<file path="src/rtl/fifo_rd_skid.sv">
`default_nettype none
// ============================================================================
// Module   : fifo_rd_skid
// Purpose  : Circular landing buffer with occupancy count for returning FIFO
//            read data; head entry is presented combinationally.
// Revision : 1.0 - initial release
// ============================================================================
module fifo_rd_skid #(
    parameter int DATA_WIDTH = 8,
    parameter int DEPTH      = 3,
    parameter int CNT_WIDTH  = 2
) (
    input  logic                  clk,
    input  logic                  rst_n,
    input  logic                  i_flush,
    input  logic                  i_wr,
    input  logic [DATA_WIDTH-1:0] i_wdata,
    input  logic                  i_rd,
    output logic [DATA_WIDTH-1:0] o_rdata,
    output logic [CNT_WIDTH-1:0]  o_count
);
    localparam int c_PW = $clog2(DEPTH);
    localparam logic [c_PW-1:0] c_LAST_PTR = c_PW'(DEPTH - 1);

    logic [DATA_WIDTH-1:0] r_mem [DEPTH];
    logic [c_PW-1:0]       r_head;
    logic [c_PW-1:0]       r_tail;
    logic [CNT_WIDTH-1:0]  r_count;
    logic                  w_pop;

    function automatic logic [c_PW-1:0] f_next(input logic [c_PW-1:0] p);
        return (p == c_LAST_PTR) ? '0 : p + c_PW'(1);
    endfunction

    assign w_pop   = i_rd && (r_count != '0);
    assign o_rdata = r_mem[r_head];
    assign o_count = r_count;

    always_ff @(posedge clk or negedge rst_n) begin
        if (!rst_n) begin
            r_head  <= '0;
            r_tail  <= '0;
            r_count <= '0;
        end else if (i_flush) begin
            r_head  <= '0;
            r_tail  <= '0;
            r_count <= '0;
        end else begin
            if (i_wr)
                r_tail <= f_next(r_tail);
            if (w_pop)
                r_head <= f_next(r_head);
            case ({i_wr, w_pop})
                2'b10:   r_count <= r_count + CNT_WIDTH'(1);
                2'b01:   r_count <= r_count - CNT_WIDTH'(1);
                default: r_count <= r_count;
            endcase
        end
    end

    // Storage is deliberately not reset; only the head entry is ever observed
    // and only while the count is non-zero.
    always_ff @(posedge clk) begin
        if (i_wr)
            r_mem[r_tail] <= i_wdata;
    end

endmodule
`default_nettype wire

</file>
<file path="src/rtl/fifo_rd_stream.sv">
`default_nettype none
// ============================================================================
// Module   : fifo_rd_stream
// Purpose  : Converts a pmi_fifo read port into a valid/ready stream with
//            start/end-of-line framing and a synchronous flush.
// Revision : 1.0 - initial release
// ============================================================================
module fifo_rd_stream #(
    parameter int DATA_WIDTH = 8,
    parameter int RD_LATENCY = 1,
    parameter int LINE_LEN   = 640,
    parameter int LEN_WIDTH  = 10
) (
    input  logic                  Clock,
    input  logic                  Reset,
    input  logic [DATA_WIDTH-1:0] FifoQ,
    input  logic                  FifoEmpty,
    output logic                  FifoRdEn,
    input  logic                  Flush,
    output logic [DATA_WIDTH-1:0] OutData,
    output logic                  OutValid,
    input  logic                  OutReady,
    output logic                  OutSol,
    output logic                  OutEol
);
    localparam int c_DEPTH = RD_LATENCY + 2;
    localparam int c_CW    = $clog2(c_DEPTH + 1);
    localparam logic [c_CW:0]          c_DEPTH_V = (c_CW + 1)'(c_DEPTH);
    localparam logic [LEN_WIDTH-1:0]   c_LAST    = LEN_WIDTH'(LINE_LEN - 1);

    logic [RD_LATENCY-1:0] r_tok;
    logic                  r_live;
    logic [LEN_WIDTH-1:0]  r_col;
    logic [c_CW-1:0]       w_occ;
    logic [c_CW-1:0]       w_inflight;
    logic [c_CW:0]         w_pending;
    logic                  w_capture;
    logic                  w_xfer;

    always_comb begin
        w_inflight = '0;
        for (int k = 0; k < RD_LATENCY; k++)
            w_inflight = w_inflight + c_CW'(r_tok[k]);
    end

    // Reads are only issued when every outstanding word already has a slot,
    // so a capture can never land on a full buffer.
    assign w_pending = {1'b0, w_occ} + {1'b0, w_inflight};
    assign FifoRdEn  = r_live && !FifoEmpty && !Flush && (w_pending < c_DEPTH_V);
    assign w_capture = r_tok[RD_LATENCY-1];
    assign OutValid  = (w_occ != '0);
    assign w_xfer    = OutValid && OutReady;
    assign OutSol    = (r_col == '0);
    assign OutEol    = (r_col == c_LAST);

    // r_live holds off reads for the first cycle after reset release.
    always_ff @(posedge Clock or negedge Reset) begin
        if (!Reset) begin
            r_tok  <= '0;
            r_live <= 1'b0;
        end else begin
            r_live <= 1'b1;
            if (Flush)
                r_tok <= '0;
            else
                r_tok <= (r_tok << 1) | RD_LATENCY'(FifoRdEn);
        end
    end

    always_ff @(posedge Clock or negedge Reset) begin
        if (!Reset)
            r_col <= '0;
        else if (Flush)
            r_col <= '0;
        else if (w_xfer)
            r_col <= (r_col == c_LAST) ? '0 : r_col + LEN_WIDTH'(1);
    end

    fifo_rd_skid #(
        .DATA_WIDTH (DATA_WIDTH),
        .DEPTH      (c_DEPTH),
        .CNT_WIDTH  (c_CW)
    ) u_skid (
        .clk     (Clock),
        .rst_n   (Reset),
        .i_flush (Flush),
        .i_wr    (w_capture),
        .i_wdata (FifoQ),
        .i_rd    (w_xfer),
        .o_rdata (OutData),
        .o_count (w_occ)
    );

endmodule
`default_nettype wire

</file>
<file path="config.mk">
export PLATFORM = sky130hd
export DESIGN_NAME = fifo_rd_stream
export DESIGN_NICKNAME = d
export VERILOG_FILES = /design/src/rtl/fifo_rd_skid.sv /design/src/rtl/fifo_rd_stream.sv
export SDC_FILE = /design/constraint.sdc
export NUM_CORES = 1
export LEC_CHECK = 0
export ABC_AREA = 1
export CORE_MARGIN = 2
export CORE_UTILIZATION = 50
export DETAILED_ROUTE_END_ITERATION = 12
export PLACE_DENSITY = 0.73
export SLEW_MARGIN = 20
export SYNTH_ARGS = -nofsm -noshare
export SYNTH_HDL_FRONTEND = slang
export SYNTH_SLANG_ARGS = --single-unit
</file>
<file path="constraint.sdc">
create_clock -name Clock -period 1.8 [get_ports Clock]
set_clock_uncertainty 0.15 [all_clocks]
set_input_delay 0.45 -clock Clock [delete_from_list [all_inputs] [get_ports Clock]]
set_output_delay 0.45 -clock Clock [all_outputs]
set_load 0.02 [all_outputs]
</file>
* After elaboration in Yosys (flattened, before gate mapping)
Memory sizes are Yosys's and may differ from the RTL's.
Cells that the tools add are included.
** Operators by class
- Add/subtract/negate cells :: 6
- Multipliers :: 0
- Divide/modulo/power cells :: 0
- Magnitude comparators :: 1
- Equality and inequality tests :: 5
- Shift-type cells :: 0
- Mux-type cells :: 14
- Bitwise gates (word level) :: 0
- Reductions and logical operators :: 13
** Operators by type and width (count)
- two-way mux 10 bit :: 3
- two-way mux 2 bit :: 7
- adder 10 x 1 -> 10 bit, second input constant :: 1
- == test 10 bit, second input constant :: 1
- logical NOT 10 bit :: 1
- nonzero test 2 bit :: 4
- adder 2 x 1 -> 2 bit, second input constant :: 3
- == test 2 bit, second input constant :: 3
- logical AND 1 bit :: 5
- case mux 2 bit (2 select lines) :: 1
- adder 2 x 1 -> 3 bit :: 1
- < comparator 3 x 2 -> 1 bit, second input constant :: 1
- two-way mux 1 bit :: 3
- nonzero test 3 bit :: 1
- == test 2 x 1 -> 1 bit, second input constant :: 1
- logical NOT 1 bit :: 2
- subtractor 2 x 1 -> 2 bit, second input constant :: 1
** Storage, ports and cells
- Register bits :: 18
- Bits in latches :: 0
- RAM bits :: 24
- Memory bits (read-only) :: 0
- Input bits :: 13
- Output and inout port bits :: 12
- Memories :: 1
** Memories
- u_skid.r_mem :: depth 3, width 8, read ports 1, clocked after Yosys merged registers in 0, wr ports 1, line fifo_rd_skid.sv:25 : logic [DATA_WIDTH-1:0] r_mem [DEPTH];

* Longest topological paths before layout
Gate-level depths: netlist of run 1.
- Word-level depth :: 6
- Gate-level depth with buffers :: 8

* Modules after synthesis
A second synthesis of run 1 with hierarchy kept.
** Second synthesis, totals
- Cells, all modules :: 210
- Area, all modules :: 2016.9 sq um
** Modules (own cells, without submodules)
- fifo_rd_skid :: instances 1, cells an instance 103, area an instance 1234.9 sq um
- fifo_rd_stream :: instances 1, cells an instance 107, area an instance 782.0 sq um

* Worst setup path before layout of run 1
Ideal clock, no wire load.
- Path kind :: register -> output
- Start point :: register u_skid.r_count[0], in the netlist u_skid.o_count[0]
- End point :: output port FifoRdEn
- Arrival :: 1457 ps
- Data required time :: 1200 ps
- Slack :: -257 ps
- Cell stages (with the launch flop) :: 4
- Cell sequence :: dfrtp_1 ha_1 ha_1 a211oi_1
** On the way
- Word-level cells in the longest chain between the ends :: 3
** Ends and longest elaborated chain
- start: declaration :: line fifo_rd_skid.sv:28 : logic [CNT_WIDTH-1:0] r_count;
- start signal: assignment :: line fifo_rd_skid.sv:54 : 2'b10: r_count <= r_count + CNT_WIDTH'(1);
- start signal: assignment :: line fifo_rd_skid.sv:55 : 2'b01: r_count <= r_count - CNT_WIDTH'(1);
- start signal: assignment :: line fifo_rd_skid.sv:56 : default: r_count <= r_count;
- adder 2 x 1 -> 3 bit :: line fifo_rd_stream.sv:48 : assign w_pending = {1'b0, w_occ} + {1'b0, w_inflight};
- < comparator 3 x 2 -> 1 bit :: line fifo_rd_stream.sv:49 : assign FifoRdEn = r_live && !FifoEmpty && !Flush && (w_pending < c_DEPTH_V);
- logical AND 1 bit :: line fifo_rd_stream.sv:49
- end: declaration :: line fifo_rd_stream.sv:18 : output logic FifoRdEn,
No other way between the ends.

* Worst setup path in the final report of run 1
- Start point :: register r_tok
- End point :: output port FifoRdEn
** On the way
- Word-level cells in the longest chain between the ends :: 3
** Ends and longest elaborated chain
- start: declaration :: line fifo_rd_stream.sv:31 : logic [RD_LATENCY-1:0] r_tok;
- start signal: assignment :: line fifo_rd_stream.sv:66 : r_tok <= (r_tok << 1) | RD_LATENCY'(FifoRdEn);
- adder 2 x 1 -> 3 bit :: line fifo_rd_stream.sv:48
- < comparator 3 x 2 -> 1 bit :: line fifo_rd_stream.sv:49
- logical AND 1 bit :: line fifo_rd_stream.sv:49
No other way between the ends.

==> impl_metrics.py, run 1 <==
metrics = {
    "synthesis": {
        "synthAdderAreaFrac_pct": 2.56,
        "async_reset_ff_share_pct": 42.9,
        "avgSynthCellArea_um2": 9.88,
        "synth_top_family_by_area": "simple AND/OR/NAND/NOR gates",
        "yosysMostFrequentCell": "nand2_1",
        "synth_edf_count": 24,
        "synth_cell_types": 28,
        "yosysWarnings": 0,
        "synth_xor_area_share_pct": 0.448,
        "synth_top_area_share_pct": 36.8,
        "synth_cells": 198,
        "synth-compound-area-share_pct": 3.96,
        "synthFlopType": "edfxtp_1",
        "ys_top_cells_by_area": "edfxtp_1, dfrtp_1, nand2_1, nand3_1, inv_1",
        "yosysTopAreaCell": "edfxtp_1",
        "ys_ff_latch": 42,
        "ys_seq_area_share_pct": 59.8,
        "netlist_area_um2": 1960,
        "synth_fp_nets": 215,
        "synth-simple-area-share_pct": 27.9,
        "synthMuxAreaShare_pct": 0,
        "netlist_top_cells_count": "nand2_1, edfxtp_1, dfrtp_1",
    },
    "worst_hold_path": {
        "hold_class": "in2async",
    },
    "pwr": {
        "power_density_nw_per_um2": 800,
        "p_comb_share_pct": 20.9,
        "cell_internal_pwr_mw": 1.69,
        "p_sw_share_pct": 25.9,
        "p_sw_mw": 0.590,
        "p_seq_share_pct": 46.5,
        "clkPwrFrac_pct": 32.6,
        "vdd_ir_drop_max_uv": 524,
        "power_leakage_nw": 1.27,
    },
    "sta": {
        "timing.final.crit_share_pct": 114,
        "rsz0062_at_grt": "true",
        "slew_violations": 0,
        "max_freq_mhz": 489,
        "period_needed_ns": 2.04,
        "final_hold_viol_count": 0,
        "slew_headroom_pct": 48.7,
        "worstMarginPinSlew_ns": 0.767,
        "setup_slack_ns": -0.244,
        "final-setup-viol-count": 11,
        "whs_ns": 0.327,
    },
    "critical_path": {
        "path_buf_inv": 1,
        "critPathKind": "reg2out",
        "arrival_ns": 1.44,
        "crit_slowest_cell": "dfrtp_1",
        "start_kind": "flip-flop",
        "critPathMaxFanout": 2,
        "reg2reg_slack_ns": 0.16,
        "cpPeakStageDelay_ns": 0.38,
        "endpoint_kind": "primary output",
        "worstPathRequired_ns": 1.20,
        "cpLargestDelayFamily": "adder cells",
        "path_cells": "ha_2 > ha_4 > a211oi_4 > buf_6",
    },
    "die": {
        "rows": 22,
        "coreArea_um2": 3720,
        "die_x_um": 66.6,
        "dieArea_um2": 4430,
        "ios": 25,
        "die_y_um": 66.6,
        "start_util_pct": 52.7,
    },
    "routing": {
        "postRouteAntennaNets": 0,
        "vias_per_cell": 4.95,
        "routed_wire_length_per_instance_um": 12.9,
        "via_count": 1554,
        "drc_errors": 0,
        "drt-pass1-iter-count": 7,
        "dr.first_iter.drc_count": 57,
        "routed_wl_um": 4050,
    },
    "outcome": {
        "violations": "negative setup slack",
        "status": "complete, but fails checks",
    },
    "grt": {
        "grt_max_degree": 19,
        "gr-usage-all-layers_pct": 19.6,
        "grt_pass1_wl_um": 6290,
        "antenna_found_initial": 0,
        "grt_pass1_vias": 1494,
        "gr-total-overflow": 0,
    },
    "cts": {
        "clock-root-buffer": "clkbuf_8",
        "htree_levels": 2,
        "cts_buffers": 5,
        "cts_hold_buf": 0,
        "cts_tree": "done",
        "clk_path_buf_depth": 2,
        "clk_pin_slew_ns": 0.08,
        "clock_latency_ns": 0.30,
        "cts.sinks": 42,
    },
    "layout": {
        "antenna_cells": 0,
        "syn_to_final_growth_pct": 45.5,
        "fin_nets": 282,
        "stdcell_count": 314,
        "drive_gt1_share_pct": 45.9,
        "nFillCells": 247,
    },
    "placed_design": {
        "dp.cells": 295,
        "io_buffer_count": 24,
        "place_hpwl_um": 2640,
        "place.gp.congestion": 0.856,
    },
    "job": {
        "drv_cap": 0,
    },
}
## final timing paths
path / cells past startpoint / end / from
setup / recovery: 4 / FifoRdEn / r_tok
hold / removal: 2 / r_col[7] / Reset
setup reg to reg: 3 / u_skid.r_mem[2][4] / u_skid.r_tail[0]
hold reg to reg: 2 / u_skid.r_tail[0] / u_skid.r_tail[0]
max in group asynchronous: 2 / u_skid.r_head[1] / Reset
min in group Clock: 2 / u_skid.r_tail[0] / u_skid.r_tail[0]
## worst reg2reg max path, stage by stage, from the launching register on
cell	delay, ns
dfrtp_1	0.40
inv_1	0.08
nand2_1	0.05
nor2_1	0.58
## cells by family (layout without fill, tap and decap cells)
family / after synthesis / count (layout)
xor gates and xnor gates: 1 / 1
other: 1 / 1
adders and majority gates: 4 / 4
buffers and inverters: 23 / 91
AOI/OAI and AO/OA: 13 / 13
and+or+nand+nor: 114 / 114
DFF: 42 / 42
## flip-flops by register name, summed over array words and instances, names as in the netlist
| name | cells |
|---|---|
| u_skid.r_mem | 24 |
| r_live | 1 |
| r_col | 10 |
| u_skid.o_count | 2 |
| u_skid.r_tail | 2 |
| u_skid.r_head | 2 |
| r_tok | 1 |
## routing by layer
| metal | vias up | global-route usage (%) | part of all wire [%] |
|---|---|---|---|
| met5 | - | 0 | 0 |
| met4 | 0 | 7.40 | 1.5 |
| met1 | 723 | 22.0 | 44 |
| met2 | 40 | 35.5 | 51 |
| met3 | 8 | 5.07 | 4.0 |
| li1 | 783 | - | - |
## power by group through the flow
stage                     Sequential, mW  Clock [mW]  Combinational [mW]
after global routing                1.06       0.791               0.514
after global placement              1.08           0               0.381
after detailed placement            1.08           0               0.386
after CTS                           1.06       0.748               0.442
final                               1.06       0.742               0.477
after floorplan                     1.08           0               0.190
## through the flow
stage               util (%)  worst slack (ns)  total power, mW  setup TNS (ns)  instance area (um2)
floorplan                  -            0.0540             1.27               0                 1980
global placement        66.4            -0.674             1.46           -2.95                 2470
detailed placement      66.4            -0.685             1.46           -3.34                 2470
CTS                     73.5            -0.257             2.25           -1.22                 2730
global route            76.6            -0.294             2.37           -1.73                 2850
finish                  76.6            -0.244             2.28           -1.20                 2850
## cells in the final DEF (no fill, tap or decap), types with 8 or more instances in the layout
cell type and count:
nand2_1 36, buf_4 33, nand2_2 25, edfxtp_1 24, dfrtp_1 17, buf_6 16
inv_1 14, nor2_1 13, clkdlybuf4s50_1 12, nand3_2 10, nand3_1 8
## area by class of cell
| cell class | instances | area [um2] | area share, % |
|---|---|---|---|
| clock buffers | 5 | 68.8 | 2.42 |
| clock inverters | 3 | 43.8 | 1.54 |
| inverters | 20 | 77.6 | 2.72 |
| multi-input cells | 133 | 857 | 30.1 |
| flip-flops and latches | 42 | 1170 | 41.2 |
| well taps | 48 | 60.1 | 2.11 |
| repair buffers | 63 | 568 | 19.9 |
## what timing repair did
action / CTS / global route
resized for setup: 97 / 30
setup endpoints to repair: 12 / 11
pin swaps: 5 / 7
buffers inserted: 7 / 6
gates cloned: 0 / 0
hold endpoints to repair: 0 / 0
Power figures use the tool's default switching activity.
==> inputs of run 2 (changes only) <==
--- a/config.mk
+++ b/config.mk
@@ -6,10 +6,12 @@
 export NUM_CORES = 1
 export LEC_CHECK = 0
 export ABC_AREA = 1
+export CELL_PAD_IN_SITES_DETAIL_PLACEMENT = 1
+export CELL_PAD_IN_SITES_GLOBAL_PLACEMENT = 2
 export CORE_MARGIN = 2
-export CORE_UTILIZATION = 50
+export CORE_UTILIZATION = 34
 export DETAILED_ROUTE_END_ITERATION = 12
-export PLACE_DENSITY = 0.73
+export PLACE_DENSITY_LB_ADDON = 0.12
 export SLEW_MARGIN = 20
 export SYNTH_ARGS = -nofsm -noshare
 export SYNTH_HDL_FRONTEND = slang
==> run 2 against run 1 <==
- the flow still finishes with violations (negative setup slack)
- maximum frequency down 0.18%
- critical path depth unchanged
- sequential power barely moved
- cell count grew 9.2%
==> impl_metrics.py, run 2 (synthesized netlist as in run 1, its figures left out) <==
metrics = {
    "critical_path": {
        "path_buf_inv": 1,
        "crit_slowest_cell": "dfrtp_1",
        "cpLargestDelayFamily": "adder cells",
        "arrival_ns": 1.45,
        "cpPeakStageDelay_ns": 0.39,
        "critPathMaxFanout": 2,
        "start_kind": "flip-flop",
        "path_cells": "ha_2 > ha_4 > a211oi_4 > buf_6",
        "endpoint_kind": "primary output",
        "critPathKind": "reg2out",
        "worstPathRequired_ns": 1.20,
    },
    "sta": {
        "rsz0062_at_grt": "true",
        "worstMarginPinSlew_ns": 0.759,
        "whs_ns": 0.375,
        "setup_slack_ns": -0.248,
        "max_freq_mhz": 488,
        "slew_violations": 0,
        "timing.final.crit_share_pct": 114,
        "period_needed_ns": 2.05,
        "final_hold_viol_count": 0,
        "final-setup-viol-count": 11,
        "slew_headroom_pct": 49.2,
    },
    "routing": {
        "routed_wl_um": 5190,
        "dr.first_iter.drc_count": 27,
        "met2_length_um": 2860,
        "top_layer": "met4",
        "postRouteAntennaNets": 0,
        "wirelength_met1_um": 2120,
        "route.met3.wl_um": 137,
        "via_count": 1611,
        "drt-pass1-iter-count": 4,
        "drc_errors": 0,
        "routed_wire_length_per_instance_um": 15.1,
        "vias_per_cell": 4.70,
    },
    "die": {
        "start_util_pct": 35.3,
        "coreArea_um2": 5540,
        "die_y_um": 79.9,
        "rows": 27,
        "ios": 25,
        "die_x_um": 79.9,
        "dieArea_um2": 6380,
    },
    "pwr": {
        "fin_total_pwr_mw": 2.34,
        "clkPwrFrac_pct": 32.4,
        "cell_internal_pwr_mw": 1.71,
        "power_leakage_nw": 1.29,
        "p_sw_mw": 0.625,
        "p_sw_share_pct": 26.8,
        "p_comb_share_pct": 22.1,
        "power_density_nw_per_um2": 805,
        "p_seq_share_pct": 45.4,
        "vdd_ir_drop_max_uv": 353,
    },
    "grt": {
        "gr-total-overflow": 0,
        "antenna_found_initial": 0,
        "grt_max_degree": 19,
        "grt_pass1_vias": 1726,
        "grt_pass1_wl_um": 8230,
        "gr-usage-all-layers_pct": 17.1,
    },
    "layout": {
        "antenna_cells": 0,
        "fin_nets": 287,
        "regMostFlops": "u_skid.r_mem",
        "reg_top3": "u_skid.r_mem (24), r_col (10)",
        "largest_reg_flops": 24,
        "mostFrequentLayoutCell": "nand2_1",
        "drive_gt1_share_pct": 43.9,
        "nFillCells": 639,
        "layout_common_cells": "nand2_1, buf_4, edfxtp_1",
        "final_cell_area_um2": 2900,
        "syn_to_final_growth_pct": 48.2,
    },
    "cts": {
        "cts.sinks": 42,
        "clock-root-buffer": "clkbuf_8",
        "clk_pin_slew_ns": 0.09,
        "clock_latency_ns": 0.29,
        "clk_path_buf_depth": 2,
        "cts_tree": "done",
        "cts_hold_buf": 0,
        "htree_levels": 2,
        "cts_buffers": 5,
    },
    "job": {
        "drv_cap": 0,
    },
    "outcome": {
        "status": "complete, but fails checks",
        "violations": "negative setup slack",
    },
    "placed_design": {
        "place_hpwl_um": 3570,
        "place.gp.congestion": 0.734,
        "placedInstanceArea_um2": 2510,
        "io_buffer_count": 24,
    },
    "worst_hold_path": {
        "hold_class": "in2async",
    },
}
run 2: changes by cell type in the layout (fill, tap and decap cells not counted), moves of 2 or more:
cell / change
buf_4: +5
inv_2: +2
nand2_1: +10
nand2_2: -13
nand2_4: +3
run 2: worst paths after layout:
path	startpoint	slack [ns]	to	depth (start not counted)
min	Reset	0.38	r_col[7]	2
max in group asynchronous	Reset	0.89	u_skid.r_head[1]	2
max	u_skid.o_count[0]	-0.25	FifoRdEn	4
min reg2reg	u_skid.r_tail[0]	0.43	u_skid.r_tail[0]	2
min in group Clock	u_skid.r_tail[0]	0.43	u_skid.r_tail[0]	2
max reg2reg	r_tok	0.17	u_skid.r_mem[2][7]	3
run 2: layout make-up:
type | count | area, um2 | area share [%]
clock buffers | 5 | 68.8 | 2.37
flip-flops and latches | 42 | 1170 | 40.4
repair buffers | 68 | 601 | 20.7
well taps | 72 | 90.1 | 3.11
clock inverters | 3 | 43.8 | 1.51
multi-input cells | 133 | 850 | 29.3
inverters | 20 | 75.1 | 2.59
run 2: per-layer routing:
layer  GRT usage (%)  up-vias
met5               0        -
met4            3.56        0
met3            3.05        6
met2            31.5       23
met1            20.7      791
li1                -      791
run 2: stage by stage:
stage | utilization, % | instances | setup WS, ns | setup TNS (ns)
final | 52.3 | 343 | -0.248 | -1.26
after global routing | 52.3 | 343 | -0.326 | -2.03
after CTS | 48.9 | 336 | -0.264 | -1.34
after detailed placement | 45.4 | 321 | -0.755 | -4.19
after global placement | 45.4 | 321 | -0.689 | -3.29
after floorplan | - | 198 | 0.0540 | 0
run 2: what timing repair did:
action                                 4_1_cts  5_1_grt
endpoints found under the hold margin        0        0
buffers inserted                             7        8
setup endpoints to repair                   12       11
gates resized for setup                     82       38
pin swaps                                    8        8
run 2: power by group through the flow:
| stage | sequential, mW | combinational (mW) | clock (mW) |
|---|---|---|---|
| after floorplan | 1.08 | 0.190 | 0 |
| after global placement | 1.07 | 0.391 | 0 |
| after detailed placement | 1.08 | 0.406 | 0 |
| after CTS | 1.06 | 0.439 | 0.778 |
| after global routing | 1.06 | 0.561 | 0.822 |
| final | 1.06 | 0.517 | 0.757 |
==> inputs of run 3 (changes only) <==
--- a/config.mk
+++ b/config.mk
@@ -10,6 +10,7 @@
 export CELL_PAD_IN_SITES_GLOBAL_PLACEMENT = 2
 export CORE_MARGIN = 2
 export CORE_UTILIZATION = 34
+export CTS_CLUSTER_DIAMETER = 200
 export DETAILED_ROUTE_END_ITERATION = 12
 export PLACE_DENSITY_LB_ADDON = 0.12
 export SLEW_MARGIN = 20
==> results of run 3 <==
The final DEF is identical to that of run 2; final timing and power are the same.
